===== src/rtl/multicycle_pkg.sv =====
// multicycle_pkg
// Shared encodings for the multicycle MIPS control path: FSM state values,
// supported opcodes and the datapath mux select encodings driven by the
// control unit. Imported by multicycle_out_decode and multicycle_control.
package multicycle_pkg;

  // FSM state encodings. The state register is kept as plain logic [3:0]
  // so that the unencoded values 12..15 remain representable.
  typedef enum logic [3:0] {
    ST_FETCH   = 4'd0,
    ST_DECODE  = 4'd1,
    ST_MEM_ADR = 4'd2,
    ST_MEM_RD  = 4'd3,
    ST_MEM_WB  = 4'd4,
    ST_MEM_WR  = 4'd5,
    ST_EXEC    = 4'd6,
    ST_ALU_WB  = 4'd7,
    ST_BRANCH  = 4'd8,
    ST_JUMP    = 4'd9,
    ST_ADDI_EX = 4'd10,
    ST_ADDI_WB = 4'd11
  } state_t;

  // Opcode field, instruction[31:26]
  localparam logic [5:0] OP_RTYPE = 6'b000000;
  localparam logic [5:0] OP_LW    = 6'b100011;
  localparam logic [5:0] OP_SW    = 6'b101011;
  localparam logic [5:0] OP_BEQ   = 6'b000100;
  localparam logic [5:0] OP_J     = 6'b000010;
  localparam logic [5:0] OP_ADDI  = 6'b001000;

  // ALU B operand select
  localparam logic [1:0] SRCB_B      = 2'b00;
  localparam logic [1:0] SRCB_FOUR   = 2'b01;
  localparam logic [1:0] SRCB_IMM    = 2'b10;
  localparam logic [1:0] SRCB_IMM_SH = 2'b11;

  // ALU operation select
  localparam logic [1:0] ALUOP_ADD   = 2'b00;
  localparam logic [1:0] ALUOP_SUB   = 2'b01;
  localparam logic [1:0] ALUOP_FUNCT = 2'b10;

  // PC source select
  localparam logic [1:0] PCSRC_ALU    = 2'b00;
  localparam logic [1:0] PCSRC_ALUOUT = 2'b01;
  localparam logic [1:0] PCSRC_JUMP   = 2'b10;

  // True for every opcode the FSM knows how to sequence.
  function automatic logic op_supported(input logic [5:0] op);
    return (op == OP_RTYPE) || (op == OP_LW) || (op == OP_SW) ||
           (op == OP_BEQ)   || (op == OP_J)  || (op == OP_ADDI);
  endfunction

endpackage


===== src/rtl/multicycle_out_decode.sv =====
// multicycle_out_decode
// Purely combinational state -> control-word decoder. Produces the raw
// per-state control values; handshake gating and reset masking are applied
// by the FSM module.
// Ports:
//   state          in   4  current FSM state
//   pc_write       out  1  unconditional PC load (raw, FETCH value ungated)
//   pc_write_cond  out  1  PC load on ALU zero
//   iord           out  1  memory address select
//   mem_read       out  1  memory read request
//   mem_write      out  1  memory write request
//   ir_write       out  1  IR load (raw, ungated)
//   mem_to_reg     out  1  register write data select
//   reg_dst        out  1  write register select
//   reg_write      out  1  register file write enable
//   alu_src_a      out  1  ALU A select
//   alu_src_b      out  2  ALU B select
//   alu_op         out  2  ALU operation
//   pc_source      out  2  PC source select
module multicycle_out_decode
  import multicycle_pkg::*;
(
  input  logic [3:0] state,
  output logic       pc_write,
  output logic       pc_write_cond,
  output logic       iord,
  output logic       mem_read,
  output logic       mem_write,
  output logic       ir_write,
  output logic       mem_to_reg,
  output logic       reg_dst,
  output logic       reg_write,
  output logic       alu_src_a,
  output logic [1:0] alu_src_b,
  output logic [1:0] alu_op,
  output logic [1:0] pc_source
);

  always_comb begin
    pc_write      = 1'b0;
    pc_write_cond = 1'b0;
    iord          = 1'b0;
    mem_read      = 1'b0;
    mem_write     = 1'b0;
    ir_write      = 1'b0;
    mem_to_reg    = 1'b0;
    reg_dst       = 1'b0;
    reg_write     = 1'b0;
    alu_src_a     = 1'b0;
    alu_src_b     = SRCB_B;
    alu_op        = ALUOP_ADD;
    pc_source     = PCSRC_ALU;
    case (state)
      ST_FETCH: begin
        // PC + 4 computed on the ALU; write enables are qualified upstream
        mem_read  = 1'b1;
        ir_write  = 1'b1;
        pc_write  = 1'b1;
        alu_src_b = SRCB_FOUR;
      end
      ST_DECODE: begin
        // speculative branch target into ALUOut
        alu_src_b = SRCB_IMM_SH;
      end
      ST_MEM_ADR: begin
        alu_src_a = 1'b1;
        alu_src_b = SRCB_IMM;
      end
      ST_MEM_RD: begin
        mem_read = 1'b1;
        iord     = 1'b1;
      end
      ST_MEM_WB: begin
        reg_write  = 1'b1;
        mem_to_reg = 1'b1;
      end
      ST_MEM_WR: begin
        mem_write = 1'b1;
        iord      = 1'b1;
      end
      ST_EXEC: begin
        alu_src_a = 1'b1;
        alu_op    = ALUOP_FUNCT;
      end
      ST_ALU_WB: begin
        reg_write = 1'b1;
        reg_dst   = 1'b1;
      end
      ST_BRANCH: begin
        alu_src_a     = 1'b1;
        alu_op        = ALUOP_SUB;
        pc_write_cond = 1'b1;
        pc_source     = PCSRC_ALUOUT;
      end
      ST_JUMP: begin
        pc_write  = 1'b1;
        pc_source = PCSRC_JUMP;
      end
      ST_ADDI_EX: begin
        alu_src_a = 1'b1;
        alu_src_b = SRCB_IMM;
      end
      ST_ADDI_WB: begin
        reg_write = 1'b1;
      end
      default: ;  // unencoded states: everything stays 0
    endcase
  end

endmodule


===== src/rtl/multicycle_control.sv =====
// multicycle_control
// Main control FSM for the multicycle MIPS core. Sequences the shared
// datapath through fetch/decode/execute/memory/writeback, stalls on the
// memory handshake and pulses illegal_op on unsupported opcodes.
// Optional build macro MULTICYCLE_PERF_CNT_EN adds cycle/instruction
// counters (cycle_count, instr_count).
// Ports:
//   clk, rst        core clock; synchronous active-high reset
//   opcode          IR[31:26]
//   mem_ready       memory completes current access this cycle
//   PCWrite .. PCSource  datapath control word (see multicycle_pkg)
//   illegal_op      one-cycle pulse in DECODE on an unsupported opcode
//   state           current state for debug (reads 0 during reset)
//   cycle_count, instr_count  performance counters (macro builds only)
module multicycle_control
  import multicycle_pkg::*;
(
  input  logic        clk,
  input  logic        rst,
  input  logic [5:0]  opcode,
  input  logic        mem_ready,
  output logic        PCWrite,
  output logic        PCWriteCond,
  output logic        IorD,
  output logic        MemRead,
  output logic        MemWrite,
  output logic        IRWrite,
  output logic        MemtoReg,
  output logic        RegDst,
  output logic        RegWrite,
  output logic        ALUSrcA,
  output logic [1:0]  ALUSrcB,
  output logic [1:0]  ALUOp,
  output logic [1:0]  PCSource,
  output logic        illegal_op,
  output logic [3:0]  state
`ifdef MULTICYCLE_PERF_CNT_EN
  ,
  output logic [31:0] cycle_count,
  output logic [31:0] instr_count
`endif
);

  logic [3:0] state_q, state_d;

  // ---------------- state register / next state ----------------
  always_ff @(posedge clk) begin
    if (rst) state_q <= ST_FETCH;
    else     state_q <= state_d;
  end

  always_comb begin
    state_d = state_q;
    case (state_q)
      ST_FETCH:   if (mem_ready) state_d = ST_DECODE;
      ST_DECODE: begin
        case (opcode)
          OP_RTYPE:     state_d = ST_EXEC;
          OP_LW, OP_SW: state_d = ST_MEM_ADR;
          OP_BEQ:       state_d = ST_BRANCH;
          OP_J:         state_d = ST_JUMP;
          OP_ADDI:      state_d = ST_ADDI_EX;
          default:      state_d = ST_FETCH;
        endcase
      end
      ST_MEM_ADR: state_d = (opcode == OP_SW) ? ST_MEM_WR : ST_MEM_RD;
      ST_MEM_RD:  if (mem_ready) state_d = ST_MEM_WB;
      ST_MEM_WB:  state_d = ST_FETCH;
      ST_MEM_WR:  if (mem_ready) state_d = ST_FETCH;
      ST_EXEC:    state_d = ST_ALU_WB;
      ST_ALU_WB:  state_d = ST_FETCH;
      ST_BRANCH:  state_d = ST_FETCH;
      ST_JUMP:    state_d = ST_FETCH;
      ST_ADDI_EX: state_d = ST_ADDI_WB;
      ST_ADDI_WB: state_d = ST_FETCH;
      default:    state_d = ST_FETCH;  // recover from unencoded values
    endcase
  end

  // ---------------- control word ----------------
  logic       pc_write_raw, pc_write_cond, iord, mem_read, mem_write;
  logic       ir_write_raw, mem_to_reg, reg_dst, reg_write, alu_src_a;
  logic [1:0] alu_src_b, alu_op, pc_source;

  multicycle_out_decode u_dec (
    .state         (state_q),
    .pc_write      (pc_write_raw),
    .pc_write_cond (pc_write_cond),
    .iord          (iord),
    .mem_read      (mem_read),
    .mem_write     (mem_write),
    .ir_write      (ir_write_raw),
    .mem_to_reg    (mem_to_reg),
    .reg_dst       (reg_dst),
    .reg_write     (reg_write),
    .alu_src_a     (alu_src_a),
    .alu_src_b     (alu_src_b),
    .alu_op        (alu_op),
    .pc_source     (pc_source)
  );

  // IR and PC+4 may only be committed once the fetch read has returned.
  // JUMP also raises PCWrite and must not be held off by mem_ready.
  logic in_fetch, fetch_ok, run;
  assign in_fetch = (state_q == ST_FETCH);
  assign fetch_ok = ~in_fetch | mem_ready;
  // Every output is forced low while reset is held, independent of state_q.
  assign run      = ~rst;

  assign PCWrite     = run & pc_write_raw & fetch_ok;
  assign IRWrite     = run & ir_write_raw & mem_ready;
  assign PCWriteCond = run & pc_write_cond;
  assign IorD        = run & iord;
  assign MemRead     = run & mem_read;
  assign MemWrite    = run & mem_write;
  assign MemtoReg    = run & mem_to_reg;
  assign RegDst      = run & reg_dst;
  assign RegWrite    = run & reg_write;
  assign ALUSrcA     = run & alu_src_a;
  assign ALUSrcB     = run ? alu_src_b : 2'b00;
  assign ALUOp       = run ? alu_op    : 2'b00;
  assign PCSource    = run ? pc_source : 2'b00;
  assign illegal_op  = run & (state_q == ST_DECODE) & ~op_supported(opcode);
  assign state       = run ? state_q : 4'd0;

`ifdef MULTICYCLE_PERF_CNT_EN
  // ---------------- performance counters ----------------
  logic [31:0] cyc_q, ins_q;
  logic        instr_done;

  // Any return to FETCH retires an instruction, including illegal ones.
  assign instr_done = ~in_fetch & (state_d == ST_FETCH);

  always_ff @(posedge clk) begin
    if (rst) begin
      cyc_q <= '0;
      ins_q <= '0;
    end else begin
      cyc_q <= cyc_q + 32'd1;
      if (instr_done) ins_q <= ins_q + 32'd1;
    end
  end

  assign cycle_count = run ? cyc_q : 32'd0;
  assign instr_count = run ? ins_q : 32'd0;
`endif

endmodule


===== config.mk =====
export PLATFORM = sky130hd
export DESIGN_NAME = multicycle_control
export DESIGN_NICKNAME = d
export VERILOG_FILES = /design/src/rtl/multicycle_pkg.sv /design/src/rtl/multicycle_out_decode.sv /design/src/rtl/multicycle_control.sv
export SDC_FILE = /design/constraint.sdc
export NUM_CORES = 1
export LEC_CHECK = 0
export BUFFER_PORTS_ARGS = -buffer_cell sky130_fd_sc_hd__clkbuf_2
export CAP_MARGIN = 15
export CORE_MARGIN = 8
export CORE_UTILIZATION = 47
export CTS_BUF_LIST = sky130_fd_sc_hd__clkbuf_16
export CTS_CLUSTER_SIZE = 14
export DETAILED_ROUTE_END_ITERATION = 6
export GPL_ROUTABILITY_DRIVEN = 1
export HOLD_SLACK_MARGIN = 0.06
export PLACE_DENSITY = 0.9
export SLEW_MARGIN = 20
export SYNTH_ARGS = -nofsm -noshare
export SYNTH_HDL_FRONTEND = slang
export SYNTH_HIERARCHICAL = 1
export SYNTH_SLANG_ARGS = --single-unit

===== constraint.sdc =====
create_clock -name clk -period 1.7 [get_ports clk]
set_input_delay 0.17 -clock clk [delete_from_list [all_inputs] [get_ports clk]]
set_output_delay 0.17 -clock clk [all_outputs]
set_load 0.01 [all_outputs]

# ---- Yosys cells after proc, flatten, opt, wreduce, memory -nomap -nowiden
# Cells that the tools add are included.
dict set report op_classes {
  eq_ne 19
  muxes 23
  bitwise 18
  n_reduce_logical 15
}
# operator count
set op_table {}
lappend op_table {{one-hot mux 4 bit (7 select lines)} 1}
lappend op_table {{one-hot mux 4 bit (5 select lines)} 1}
lappend op_table {{== test 4 x 3 -> 1 bit, second input constant} 4}
lappend op_table {{== test 4 bit, second input constant} 4}
lappend op_table {{2-to-1 mux 4 bit} 4}
lappend op_table {{bitwise AND 1 bit} 14}
lappend op_table {{== test 6 bit, second input constant} 2}
lappend op_table {{2-to-1 mux 1 bit} 10}
lappend op_table {{OR reduction 2 bit} 5}
lappend op_table {{== test 4 x 2 -> 1 bit, second input constant} 2}
lappend op_table {{one-hot mux 2 bit (2 select lines)} 2}
lappend op_table {{== test 6 x 2 -> 1 bit, second input constant} 1}
lappend op_table {{== test 6 x 3 -> 1 bit, second input constant} 1}
lappend op_table {{== test 6 x 4 -> 1 bit, second input constant} 1}
lappend op_table {{zero test 6 bit} 1}
lappend op_table {{2-to-1 mux 2 bit} 3}
lappend op_table {{inequality test 2 bit, second input constant} 3}
lappend op_table {{one-hot mux 2 bit (3 select lines)} 1}
lappend op_table {{logical OR 1 bit} 5}
lappend op_table {{== test 4 x 1 -> 1 bit, second input constant} 1}
lappend op_table {{zero test 4 bit} 1}
lappend op_table {{OR reduction 4 bit} 1}
lappend op_table {{2-to-1 mux 3 bit} 1}
lappend op_table {{NOT 1 bit} 3}
lappend op_table {{3 further kinds} 3}
dict set report word_totals {
  ff_bits 4
  input_bits 9
  elab_cells 76
}

# ---- Depth between registers and ports, before layout
dict set report depth {
  depth_word 8
  depth_mapped 5
  depth_no_buf 4
}

# ---- Cells and area by module
# Netlist, hierarchy kept.
# module instances cells_each area_each_um2 seq_area_each_um2
set by_module_without_submodules {}
lappend by_module_without_submodules {multicycle_control 1 74 531.8 80.1}
lappend by_module_without_submodules {multicycle_out_decode 1 30 193.9 0.0}

# ---- Worst setup path after synthesis
# OpenSTA, ideal clock, no wires.
dict set report synth_timing {
  path_type {reg2out}
  startpoint {reg state_q[3]}
  endpoint {out ALUOp[0]}
  arrival_ps 1245
  setup_slack_ps 285
  path_stages_with_launch 6
  cell_sequence {dfxtp_1 -> buf_6 -> nand2b_1 -> nor3_1 -> buf_4 -> nor2b_1}
}
dict set report synth_via {
  elab_chain_cells 3
  word_cells_on_any_way 4
  classes_between {eq/ne (2); mux (2)}
}
# element line_no
set synth_lines {}
lappend synth_lines {{start, declared} multicycle_control.sv:44} ;# logic [3:0] state_q, state_d;
lappend synth_lines {{start signal, assigned} multicycle_control.sv:49} ;# else state_q <= state_d;
lappend synth_lines {{== test 4 bit or == test 4 x 3 -> 1 bit (tied branches)} multicycle_out_decode.sv:53} ;# case (state)
lappend synth_lines {{one-hot mux 2 bit (2 select lines) (*)} multicycle_out_decode.sv:53}
lappend synth_lines {{via alu_op[0]} multicycle_control.sv:83} ;# logic [1:0] alu_src_b, alu_op, pc_source;
lappend synth_lines {{2-to-1 mux 2 bit (*)} multicycle_control.sv:121} ;# assign ALUOp = run ? alu_op : 2'b00;
lappend synth_lines {{end, declared} multicycle_control.sv:33} ;# output logic [1:0] ALUOp,
# Mark *: on every way through the listed nets, which the timed path passes. The rest lies on a longest branch.

# ---- Worst setup path after layout
dict set report layout_timing {
  startpoint {reg state_q[3]}
  endpoint {out ALUSrcB[1]}
}
dict set report layout_via {
  elab_chain_cells 4
  word_cells_on_any_way 7
  classes_between {eq/ne (3); mux (2); reduce/logical (2)}
}
# element line_no
set layout_lines {}
lappend layout_lines {{== test 4 x 2 -> 1 bit or == test 4 bit (tied branches)} multicycle_out_decode.sv:53}
lappend layout_lines {{OR reduction 2 bit (no source line)} n/a}
lappend layout_lines {{one-hot mux 2 bit (3 select lines) (*)} multicycle_out_decode.sv:53}
lappend layout_lines {{via alu_src_b[1]} multicycle_control.sv:83}
lappend layout_lines {{2-to-1 mux 2 bit (*)} multicycle_control.sv:120} ;# assign ALUSrcB = run ? alu_src_b : 2'b00;
lappend layout_lines {{end, declared} multicycle_control.sv:32} ;# output logic [1:0] ALUSrcB,
# Marks and branches as above.

==> summary.md <==
| Metric | Value |
|---|---|
| Remaining DRCs | `0` |
| IO Port Bufs | `29` |
| Clock share of power | `0.629` |
| Final min period | `1570 ps` |
| Die H | `55.3 um` |
| Total Routing Usage GR | `0.119` |
| CP bufs+invs | `1` |
| Number of global-route vias before repair | `approximately 740` |
| Top flop regs | `state_q x4` |
| Die area | `0.00306 mm^2` |
| Yosys top cell area share | `0.155` |
| Unrepaired setup endpoints after global routing | `no` |
| Cell Rows | `14` |
| Htree depth | `1` |
| First-pass GRT wire length | `3240 um` |
| Max-Cap Viols | `0` |
| Clock tree buffer depth | `2` |
| Largest net degree at the start of global routing | `24` |
| Seq pwr share | `0.169` |
| Final slew viol count | `0` |
| NetSw | `~0.13 mW` |
| Leak | `0.422 nW` |
| Distinct cell type count after synthesis | `39` |
| Die X | `55.3 um` |
| Vias post-DR | `approximately 800` |
| Clock slew at reported path FFs | `30 ps` |
| Startpoint type of the worst setup path | `register` |
| Crit path max fanout | `18` |
| Max Fclk | `about 0.64 GHz` |
| Clock Skew | `3.91 ps` |
| Final Hold Viols | `0` |
| Synthesis Warnings | `6` |
| CP top delay family | `simple AND/OR/NAND/NOR gates` |
| CP Data Arrival Time | `1400 ps` |
| Clock Latency Late Sink | `220 ps` |
| Synth area leader | `nor2b_1` |
| CP startpoint | `state_q[3]$_SDFFE_PP0P_` |
| Most flop-heavy register | `state_q` |
| Num CTS Buffers | `3` |
| Final WL | `1890 um` |
| Gr ovfl total | `0` |
| Syn_area_per_cell | `6.98 um^2` |
| CP Cell Sequence | `or3b_1 > a21oi_1 > nor2b_1 > clkbuf_2` |
| Ys flop type | `dfxtp_1` |
| Io pins | `30` |
| Dpl ws | `126 ps` |
| Slew headroom | `0.738` |
| CTS tree | `built` |
| VDD IR-drop max | `708 uV` |
| Sink Count | `4` |
| Pin slew with the least headroom to its limit | `between 300 and 400 ps` |
| Logic pwr share | `0.201` |
| Largest register FFs | `4` |
| Clock Tree Root | `clkbuf_16` |
| Mapped Nets | `113` |
| Final setup margin | `130 ps` |
| CP Capture Type | `output pin` |
| Share of cells above drive strength 1 | `0.349` |
| Total Nets Final | `140` |
| Switching share of power | `0.229` |
| WL/cell | `13.0 um` |
| Worst r2r src | `state_q[0]$_SDFFE_PP0P_` |
| DR pass1 iterations | `4` |
| R2R setup slack | `260 ps` |
| PwrDens | `623 mW/mm^2` |
| Ys async rst share | `0` |
| N_diodes | `0` |
| Slowest stage delay, CP | `390 ps` |
| Post-Syn Instances | `104` |
| Worst hold start | `mem_ready` |
| FF+latch count, synth | `4` |
| Data required time of the worst path | `1530 ps` |
| Dpl hpwl | `roughly 1400 um` |
| Layout overhead on the synthesized area | `28.4%` |
| Hold WS | `314 ps` |
| Post-route setup TNS | `0 ps` |
| Sequential element share of the synthesized area | `0.110` |
| Part of the cycle the worst path needs | `0.923` |
| Internal | `0.447 mW` |
| Slowest CP cell | `dfxtp_4` |
| Vias/cell | `~5.5` |
| 1st-iter DRT viols | `8` |
| Worst Hold Class | `input port to register` |
| Core area | `0.00147 mm^2` |
| Initial Utilization | `0.493` |
| Initial antenna violation count | `0` |
| Post-CTS Hold Fix Bufs | `0` |
| Ranking of synthesized cells by area | `nor2b_1 (16%), dfxtp_1 (11%), nand2b_1 (6.0%)` |
| Placer Congestion | `0.876` |
| Run status | `completed` |
| Final ANT Viol Nets | `0` |
| EDFF count, synth | `0` |
| Syn Std Cell Area | `726 um^2` |
| Final setup viols | `0` |
| Critical path type | `register to output pin` |
final timing paths:
| path | cells after the start | endpoint |
|---|---|---|
| setup / recovery | 4 | ALUSrcB[1] |
| hold / removal | 4 | state_q[0]$_SDFFE_PP0P_ |
| setup reg to reg | 5 | state_q[2]$_SDFFE_PP0P_ |
| hold reg to reg | 2 | state_q[2]$_SDFFE_PP0P_ |
stage by stage:
stage	utilization	total power, mW	cells	instance area [um^2]
2_1_floorplan	-	0.179	104	726
3_3_place_gp	0.578	0.215	142	851
3_5_place_dp	0.578	0.217	142	851
4_1_cts	0.632	0.583	145	930
5_1_grt	0.634	0.603	145	932
6_report	0.634	0.580	145	932
layout by cell type (no fill, tap or decap), types with 2 or more instances in the layout:
master / count
a21oi_1: 6
buf_4: 5
clkbuf_16: 3
clkbuf_2: 29
dfxtp_2: 2
nand2_1: 3
nand2b_1: 7
nand3b_1: 2
nor2_1: 7
nor2b_1: 18
nor3_1: 8
nor3b_1: 3
nor4_1: 4
o21ai_0: 2
o21ai_1: 2
xor2_1: 4
final cells by class:
class                           count  area, um^2
Clock buffer                        3        75.1
Multi-Input combinational cell     87         564
Sequential cell                     4        86.3
Fill cell                         138         539
Timing Repair Buffer               34         183
Inverter                            1        3.75
Tap cell                           16        20.0
power by group through the flow:
| stage | combinational, mW | clock, mW | sequential [mW] |
|---|---|---|---|
| global route | 0.129 | 0.375 | 0.0990 |
| finish | 0.117 | 0.365 | 0.0983 |
| global placement | 0.114 | 0 | 0.101 |
| floorplan | 0.0790 | 0 | 0.100 |
| CTS | 0.117 | 0.367 | 0.0999 |
| detailed placement | 0.116 | 0 | 0.101 |
worst reg2reg max path: stages (launching register included):
cell and delay [ps]:
dfxtp_1 310, buf_4 170, nand2b_1 160, a21oi_1 210, o21bai_1 200, o31ai_1 300
timing repair:
action,in CTS,in global routing
buffers inserted,0,0
gates resized for setup,3,1
endpoints found under the setup margin,10,3
synthesized netlist by cell type (2+ instances only):
master and count:
nand2b_1 7, buf_4 3, o21ai_1 2, xor2_1 4, nor3_1 8, nor3b_1 3, nor2b_1 18, buf_6 2
nand3b_1 2, nor2_1 7, nor4_1 4, a21oi_1 6, nand2_1 3, o21ai_0 2, buf_2 5, clkbuf_1 2
dfxtp_1 4
metal layers:
layer	GRT usage	part of all wire
met1	0.139	0.46
met2	0.194	0.46
met3	0.0479	0.077
met4	0.0352	0
met5	0	0
logic make-up (layout without fill, tap and decap cells):
group	count (synthesis)	in the layout	synth area share
simple gates	61	61	0.524
buf+inv	13	38	0.112
compound gates	21	21	0.193
flops	4	4	0.110
xor+xnor	5	5	0.0603
(Power assumes the default switching activity.)
